**config.mk**
```make
export PLATFORM = sky130hd
export DESIGN_NAME = program_counter_unit
export DESIGN_NICKNAME = d
export VERILOG_FILES = /design/src/rtl/program_counter_unit.sv
export SDC_FILE = /design/constraint.sdc
export NUM_CORES = 1
export LEC_CHECK = 0
export BUFFER_PORTS_ARGS = -buffer_cell sky130_fd_sc_hd__buf_4
export CAP_MARGIN = 10
export CORE_ASPECT_RATIO = 0.75
export CORE_MARGIN = 10
export CORE_UTILIZATION = 53
export CTS_BUF_LIST = sky130_fd_sc_hd__clkbuf_2 sky130_fd_sc_hd__clkbuf_4 sky130_fd_sc_hd__clkbuf_8
export DETAILED_ROUTE_END_ITERATION = 12
export PLACE_DENSITY = 0.95
export SLEW_MARGIN = 20
export SYNTH_ARGS = -nofsm -noshare
export SYNTH_HDL_FRONTEND = slang
export SYNTH_SLANG_ARGS = --single-unit
```
**constraint.sdc**
```tcl
create_clock -name clk -period 5.8 [get_ports clk]
set_input_delay 0 -clock clk [delete_from_list [all_inputs] [get_ports clk]]
set_output_delay 0 -clock clk [all_outputs]
set_load 0.05 [all_outputs]
```
**src/rtl/program_counter_unit.sv**
```systemverilog
// program_counter_unit: fetch-address generator with redirect handling.
// Purpose: holds the fetch PC. It advances by 4, holds on Stall, and redirects on
//   JR / Jump / taken branch. After a redirect it raises Flush for one cycle.
// Optional feature: define BRANCH_STATS_EN to build a saturating redirect
//   counter on TakenCount. Without the macro, TakenCount is tied to zero.
// Ports:
//   clk, reset            - clock, synchronous active-high reset
//   Stall                 - hold sequential advance
//   BranchControlSignal   - taken branch; target BranchBasePC + (BranchOffset<<2)
//   BranchBasePC          - PC+4 of resolving branch/jump
//   BranchOffset          - sign-extended word offset
//   Jump, JumpTarget      - J-format redirect, 26-bit index
//   JR, JRAddress         - register-jump redirect
//   PC, PCPlus4           - current fetch address and its successor (comb)
//   Flush                 - kill wrong-path instruction in IF/ID
//   FetchValid            - PC is fetch-worthy
//   TakenCount            - redirect statistics
module program_counter_unit #(
  parameter logic [31:0] RESET_PC = 32'h0040_0000,
  parameter int unsigned CNT_W    = 16
) (
  input  logic             clk,
  input  logic             reset,
  input  logic             Stall,
  input  logic             BranchControlSignal,
  input  logic [31:0]      BranchBasePC,
  input  logic [31:0]      BranchOffset,
  input  logic             Jump,
  input  logic [25:0]      JumpTarget,
  input  logic             JR,
  input  logic [31:0]      JRAddress,
  output logic [31:0]      PC,
  output logic [31:0]      PCPlus4,
  output logic             Flush,
  output logic             FetchValid,
  output logic [CNT_W-1:0] TakenCount
);

  typedef enum logic [1:0] {IDLE, RUN, FLUSH} state_e;

  state_e      state_q, state_d;
  logic [31:0] pc_q, pc_d;
  logic        flush_q, flush_d;
  logic        fetch_valid_q, fetch_valid_d;
  logic        redirect_c;
  logic [31:0] target_c;

  // Redirect detection and target selection, priority JR > Jump > Branch
  always_comb begin
    redirect_c = (state_q != IDLE) && (JR || Jump || BranchControlSignal);
    if (JR) begin
      target_c = {JRAddress[31:2], 2'b00};
    end else if (Jump) begin
      target_c = {BranchBasePC[31:28], JumpTarget, 2'b00};
    end else begin
      target_c = BranchBasePC + (BranchOffset << 2);
    end
  end

  // Next-state and next-PC logic; flags are derived from the next state so they register with it
  always_comb begin
    state_d = state_q;
    pc_d    = pc_q;
    case (state_q)
      IDLE: state_d = RUN;
      RUN, FLUSH: begin
        if (redirect_c) begin
          pc_d    = target_c;
          state_d = FLUSH;
        end else begin
          state_d = RUN;
          if (!Stall) pc_d = pc_q + 32'd4;
        end
      end
      default: state_d = IDLE;
    endcase
    fetch_valid_d = (state_d != IDLE);
    flush_d       = (state_d == FLUSH);
  end

  // State and PC registers
  always_ff @(posedge clk) begin
    if (reset) begin
      state_q       <= IDLE;
      pc_q          <= RESET_PC;
      flush_q       <= 1'b0;
      fetch_valid_q <= 1'b0;
    end else begin
      state_q       <= state_d;
      pc_q          <= pc_d;
      flush_q       <= flush_d;
      fetch_valid_q <= fetch_valid_d;
    end
  end

  assign PC         = pc_q;
  assign PCPlus4    = pc_q + 32'd4;
  assign Flush      = flush_q;
  assign FetchValid = fetch_valid_q;

`ifdef BRANCH_STATS_EN
  logic [CNT_W-1:0] cnt_q, cnt_d;

  // Saturating redirect counter
  always_comb begin
    cnt_d = cnt_q;
    if (redirect_c && (cnt_q != {CNT_W{1'b1}})) cnt_d = cnt_q + CNT_W'(1);
  end

  always_ff @(posedge clk) begin
    if (reset) cnt_q <= '0;
    else       cnt_q <= cnt_d;
  end

  assign TakenCount = cnt_q;
`else
  assign TakenCount = '0;
`endif

endmodule

```
; ---- Word-level counts from Yosys, hierarchy flattened
; Index checks and enable logic that the tools add are counted.
[classes]
magnitude_cmp = 0
multipliers = 0
muxes = 6
n_div = 0
bitwise_logic = 0
n_addsub = 2
eq_ne = 4
n_shift = 0
reduce_logical = 8
[op_table]
columns = operator, n
row1 = $mux W32, 4
row2 = $add A32 B3 Y32 const B, 1
row3 = $add A32 B32 Y32, 1
row4 = $eq A2 B2 Y1 const B, 2
row5 = $pmux W2 S2, 1
row6 = $reduce_bool A2 Y1, 2
row7 = $eq A2 B1 Y1 const B, 1
row8 = $logic_not A2 Y1, 1
row9 = $logic_or A1 B1 Y1, 2
row10 = $mux W2, 1
row11 = $ne A2 B1 Y1 const B, 1
row12 = $reduce_and A2 Y1, 1
row13 = $reduce_or A2 Y1, 1
row14 = $logic_and A1 B1 Y1, 1
[totals]
mem_bits_rw = 0
latchBits = 0
register_bits = 36
memories = 0
rom_bits = 0
inputBits = 128
output_inout_bits = 82
elab_cells = 24

; ---- Longest topological paths before layout
[depth]
ltp_word = 6
depth_mapped = 12
depth_no_buf = 11

; ---- Worst setup path before layout
; No wires, ideal clock.
[synth_path]
path_kind = register to register
startpoint = register pc_q[2], in the netlist PC[2]
endpoint = register pc_q[30], in the netlist PC[30]
path_buffers = 1
path_slack_ns = 2.448
t_required_ns = 5.714
period_less_slack_ns = 3.352
t_arrival_ns = 3.266
path_stages_with_launch = 11
setup_time_ns = 0.086
cell_sequence = dfxtp_1 > ha_1 > and3_1 > nand3_1 > nor4_4 > and3_1 > buf_2 > nand2_1 > xnor2_1 > a21oi_1 > a211oi_1
[synth_via]
elab_chain_cells = 3
[synth_lines]
columns = element, line_no
row1 = start: declaration, 42  ; logic [31:0] pc_q, pc_d;
row2 = start signal: assignment, 90  ; pc_q <= pc_d;
row3 = $add A32 B3 Y32, --
row4 = via PCPlus4[30], 33  ; output logic [31:0] PCPlus4,
row5 = $mux W32, 72  ; if (!Stall) pc_d = pc_q + 32'd4;
row6 = $mux W32, 67  ; if (redirect_c) begin
; The timed path passes the listed nets, and every way through them passes these cells. The select of a mux whose other input is x is not followed.
; A chain may end at the register's enable or synchronous reset.

; ---- Final worst setup path
[layout_path]
startpoint = register pc_q[2], in the netlist PC[2]
endpoint = register pc_q[28], in the netlist PC[28]
[layout_via]
elab_chain_cells = 3
[layout_lines]
columns = element, line_no
row1 = $add A32 B3 Y32, 72
row2 = $mux W32, 72
row3 = $mux W32, 67
; No other way between the ends. The select of a mux whose other input is x is not followed.

==> key figures <==
Run status
  – Status: finished, final reports clean

Route
  – Length of the first detailed-routing pass in iterations: 6
  – Vias post-DR: 5656
  – Routed WL: 18300 um
  – Initial drt markers: 658
  – Detail Route Antenna Nets: 0
  – DRC viols: 0
  – Avg Vias per Cell: 6.28
  – Avg WL per Cell: 20.4 um

Clocking
  – Root Buffer: clkbuf_8
  – Clock Latency Late Sink: 0.29 ns
  – Worst-path clk slew: 0.08 ns
  – Post_cts resized: 0
  – H-tree depth: 2
  – Post-CTS setup buffers: 0
  – Cts bufs inserted: 5
  – CTS Sinks: 36
  – CTS tree: built
  – CTS Buffer Depth: 2

Synthesis
  – Largest family of logic cells by synthesized area: compound AO/OA/AOI/OAI gates
  – YS warnings: 0
  – XOR/XNOR share of the synthesized area: 0.0998
  – Seq/Total Area, Yosys: 0.158
  – Number of flops mapped to enable cells by yosys: 0
  – Fraction of the mapped netlist area in adder cells: 0.0951
  – Post-Syn Instances: 632
  – Synth Flop Type: dfxtp_1
  – Mapped Area: 4550 sq um
  – Post-synthesis mux area share: 0.0176
  – Syn Area/Cell: 7.20 sq um
  – Compound-gate portion of the synthesized area: 0.314
  – Post-synth cell types: 70
  – Area share of the leading cell type in the synthesized netlist: 0.158
  – Cell taking the most area after synthesis: dfxtp_1
  – Synth top area cells: dfxtp_1 16%, ha_1 9.1%, a21oi_1 6.4%, xnor2_1 5.8%, nor2_1 4.8%
  – Post-synthesis register bit count: 36
  – FFs w/ async S/R, synth: 0
  – Post-Synth Simple-Gate Area: 0.235

Place
  – Global placer's final weighted congestion: 0.901
  – Dpl hpwl: 14500 um
  – PortBufs: 189
  – Cell count after placement: 888

Global routing
  – Initial antenna violation count: 0
  – GR Util All Layers: 0.268
  – GRT overflow: 0
  – First-pass GRT wire length: 28800 um
  – Largest net degree at the start of global routing: 51
  – Vias in the first global route: 5612

Timing
  – RSZ-0062 raised after global routing: false
  – Setup violators final: 0
  – Fin crit period: 2.86 ns
  – Setup TNS: 0 ns
  – Period Utilization, post-route: 0.492
  – Hold violation total from the final report: 0
  – Skew final: 0.00822 ns
  – Worst slew margin: 0.466
  – Worst-Margin Slew: 0.798 ns
  – Max-slew violation count: 0
  – Fmax: 350 MHz

Floorplanning
  – I/O pin cnt: 210
  – Starting Density: 0.541
  – Total die area: 12700 sq um
  – Core area: 8420 sq um
  – Die H: 100 um
  – Die W: 127 um
  – Cell Rows: 29

Power and ir drop
  – PD cells: 279 nW/um^2
  – Comb power frac: 0.647
  – Clock power share: 0.137
  – Sw power: 0.000893 W
  – Static Leakage: 2.76 nW
  – Sequential share of power: 0.216
  – Internal: 0.000786 W
  – VDD IR max: 0.294 mV
  – Switch share: 0.532

Cells and area
  – # diodes: 0
  – Number of fillers in the final layout: 683
  – Final Instance Count excl. Fillers: 900
  – Layout cells sized above 1: 0.274
  – Final nets: 953
  – Layout area overhead: 32.3%

Setup path
  – Worst-path fanout max: 6
  – Crit path launch type: flip-flop
  – CP Capture Type: flip-flop
  – Critical Path RT: 5.97 ns
  – Crit path arrival time: 3.02 ns
  – Critical path class: flip-flop to flip-flop

Worst hold path
  – Worst hold path class: primary input to flip-flop

Run
  – MaxCap Viol Count: 0
[flip-flops by register name (all words and copies together), names as in the netlist]
register and cells:
PC 32, state_q 2, FetchValid 1, Flush 1
[worst paths after layout]
kind | from | endpoint | slack [ns] | cells after the start
min reg2reg | PC[20] | PC[20] | 0.51 | 2
max reg2reg | PC[2] | PC[28] | 2.94 | 10
min | JRAddress[22] | PC[22] | 0.007 | 3
max | PC[2] | PC[28] | 2.94 | 10
[what timing repair did]
item / 4_1_cts / 5_1_grt
setup endpoints to repair: 0 / 0
hold buffers: 3 / 1
hold endpoints to repair: 3 / 1
[power groups by stage]
stage	logic, W	registers, W	clock network (W)
floorplan	0.000612	0.000490	0
global placement	0.00105	0.000359	0
detailed placement	0.00107	0.000365	0
CTS	0.00107	0.000360	0.000228
global route	0.00116	0.000369	0.000237
finish	0.00109	0.000363	0.000230
[cell usage after synthesis (5+ instances only)]
| master | number |
|---|---|
| a211oi_1 | 15 |
| a21o_1 | 16 |
| a21oi_1 | 58 |
| a22oi_1 | 8 |
| and2_1 | 6 |
| and3_1 | 14 |
| buf_2 | 9 |
| buf_4 | 19 |
| clkbuf_1 | 29 |
| dfxtp_1 | 36 |
| ha_1 | 33 |
| inv_1 | 9 |
| mux2i_1 | 8 |
| nand2_1 | 47 |
| nand2b_1 | 5 |
| nand3_1 | 26 |
| nand4_1 | 9 |
| nor2_1 | 58 |
| nor2b_1 | 9 |
| nor3_1 | 17 |
| o211ai_1 | 13 |
| o21a_1 | 7 |
| o21ai_0 | 42 |
| o221ai_1 | 7 |
| o22ai_1 | 8 |
| xnor2_1 | 30 |
| xor2_1 | 20 |
[layer usage]
layer | up-vias | track usage | routed length, um
met2 | 381 | 0.442 | 8530
met3 | 60 | 0.0753 | 2090
met5 | - | 0 | 0
met1 | 2603 | 0.324 | 7000
met4 | 0 | 0.107 | 700
li1 | 2612 | - | -
[final cells by class]
class,count,area [sq um],area share
clock buffers,6,76.3,0.0127
clock inverters,2,35.0,0.00582
inverters,9,33.8,0.00561
multi-input cells,542,3530,0.586
flip-flops and latches,36,721,0.120
well taps,108,135,0.0225
repair buffers,197,1490,0.247
[placed cells by master, fill, tap and decap left out, drive strengths merged, types with 3 or more instances in the layout]
master	synthesis	routed
and2	6	6
o31ai	3	3
nand2	49	49
nand4	9	9
dlygate4sd3	0	4
nor3	17	17
nor2b	9	9
a22oi	8	8
dfxtp	36	36
ha	33	33
a311oi	4	4
mux2i	8	8
a31o	3	3
o21bai	5	5
a21o	16	16
o21ai	45	45
o211ai	13	13
o2111ai	4	4
o21a	7	7
nand2b	5	5
or2	6	6
or3	4	4
conb	1	16
o22ai	8	8
nor2	58	58
xnor2	31	31
and3	14	14
o32ai	3	3
buf	30	193
nor4	4	4
a21oi	59	59
a31oi	3	3
o221ai	7	7
a211oi	16	16
nand3	27	27
clkbuf	30	6
inv	9	9
xor2	20	20
[cell families (layout without fill, tap and decap cells)]
kind of cell             after synthesis  in the layout
AO/OA/AOI/OAI                        218            218
XOR/XNOR                              51             51
adder cells (fa/ha/maj)               34             34
buffers and inverters                 69            214
flip-flops                            36             36
multiplexers                           8              8
other                                  1             16
AND/OR/NAND/NOR                      215            215
[critical path, stage by stage (launching register included)]
cell	delay, ns
dfxtp_1	0.44
ha_1	0.27
and3_1	0.28
nand3_1	0.26
nor4_4	0.34
and3_1	0.35
nand3_1	0.16
xnor2_2	0.17
and3_1	0.15
a21oi_1	0.18
o32ai_1	0.12
[through the flow]
stage                util  hold slack, ns  power, W  instance area, sq um  setup slack, ns
global placement    0.697           0.248   0.00141                  5870             3.05
CTS                 0.714         0.00642   0.00166                  6010             3.04
finish              0.715         0.00661   0.00168                  6020             2.94
floorplan               -           0.140   0.00110                  4610             2.45
detailed placement  0.697           0.273   0.00143                  5870             2.98
global route        0.715          0.0336   0.00176                  6020             2.81
(Power assumes the default switching activity.)
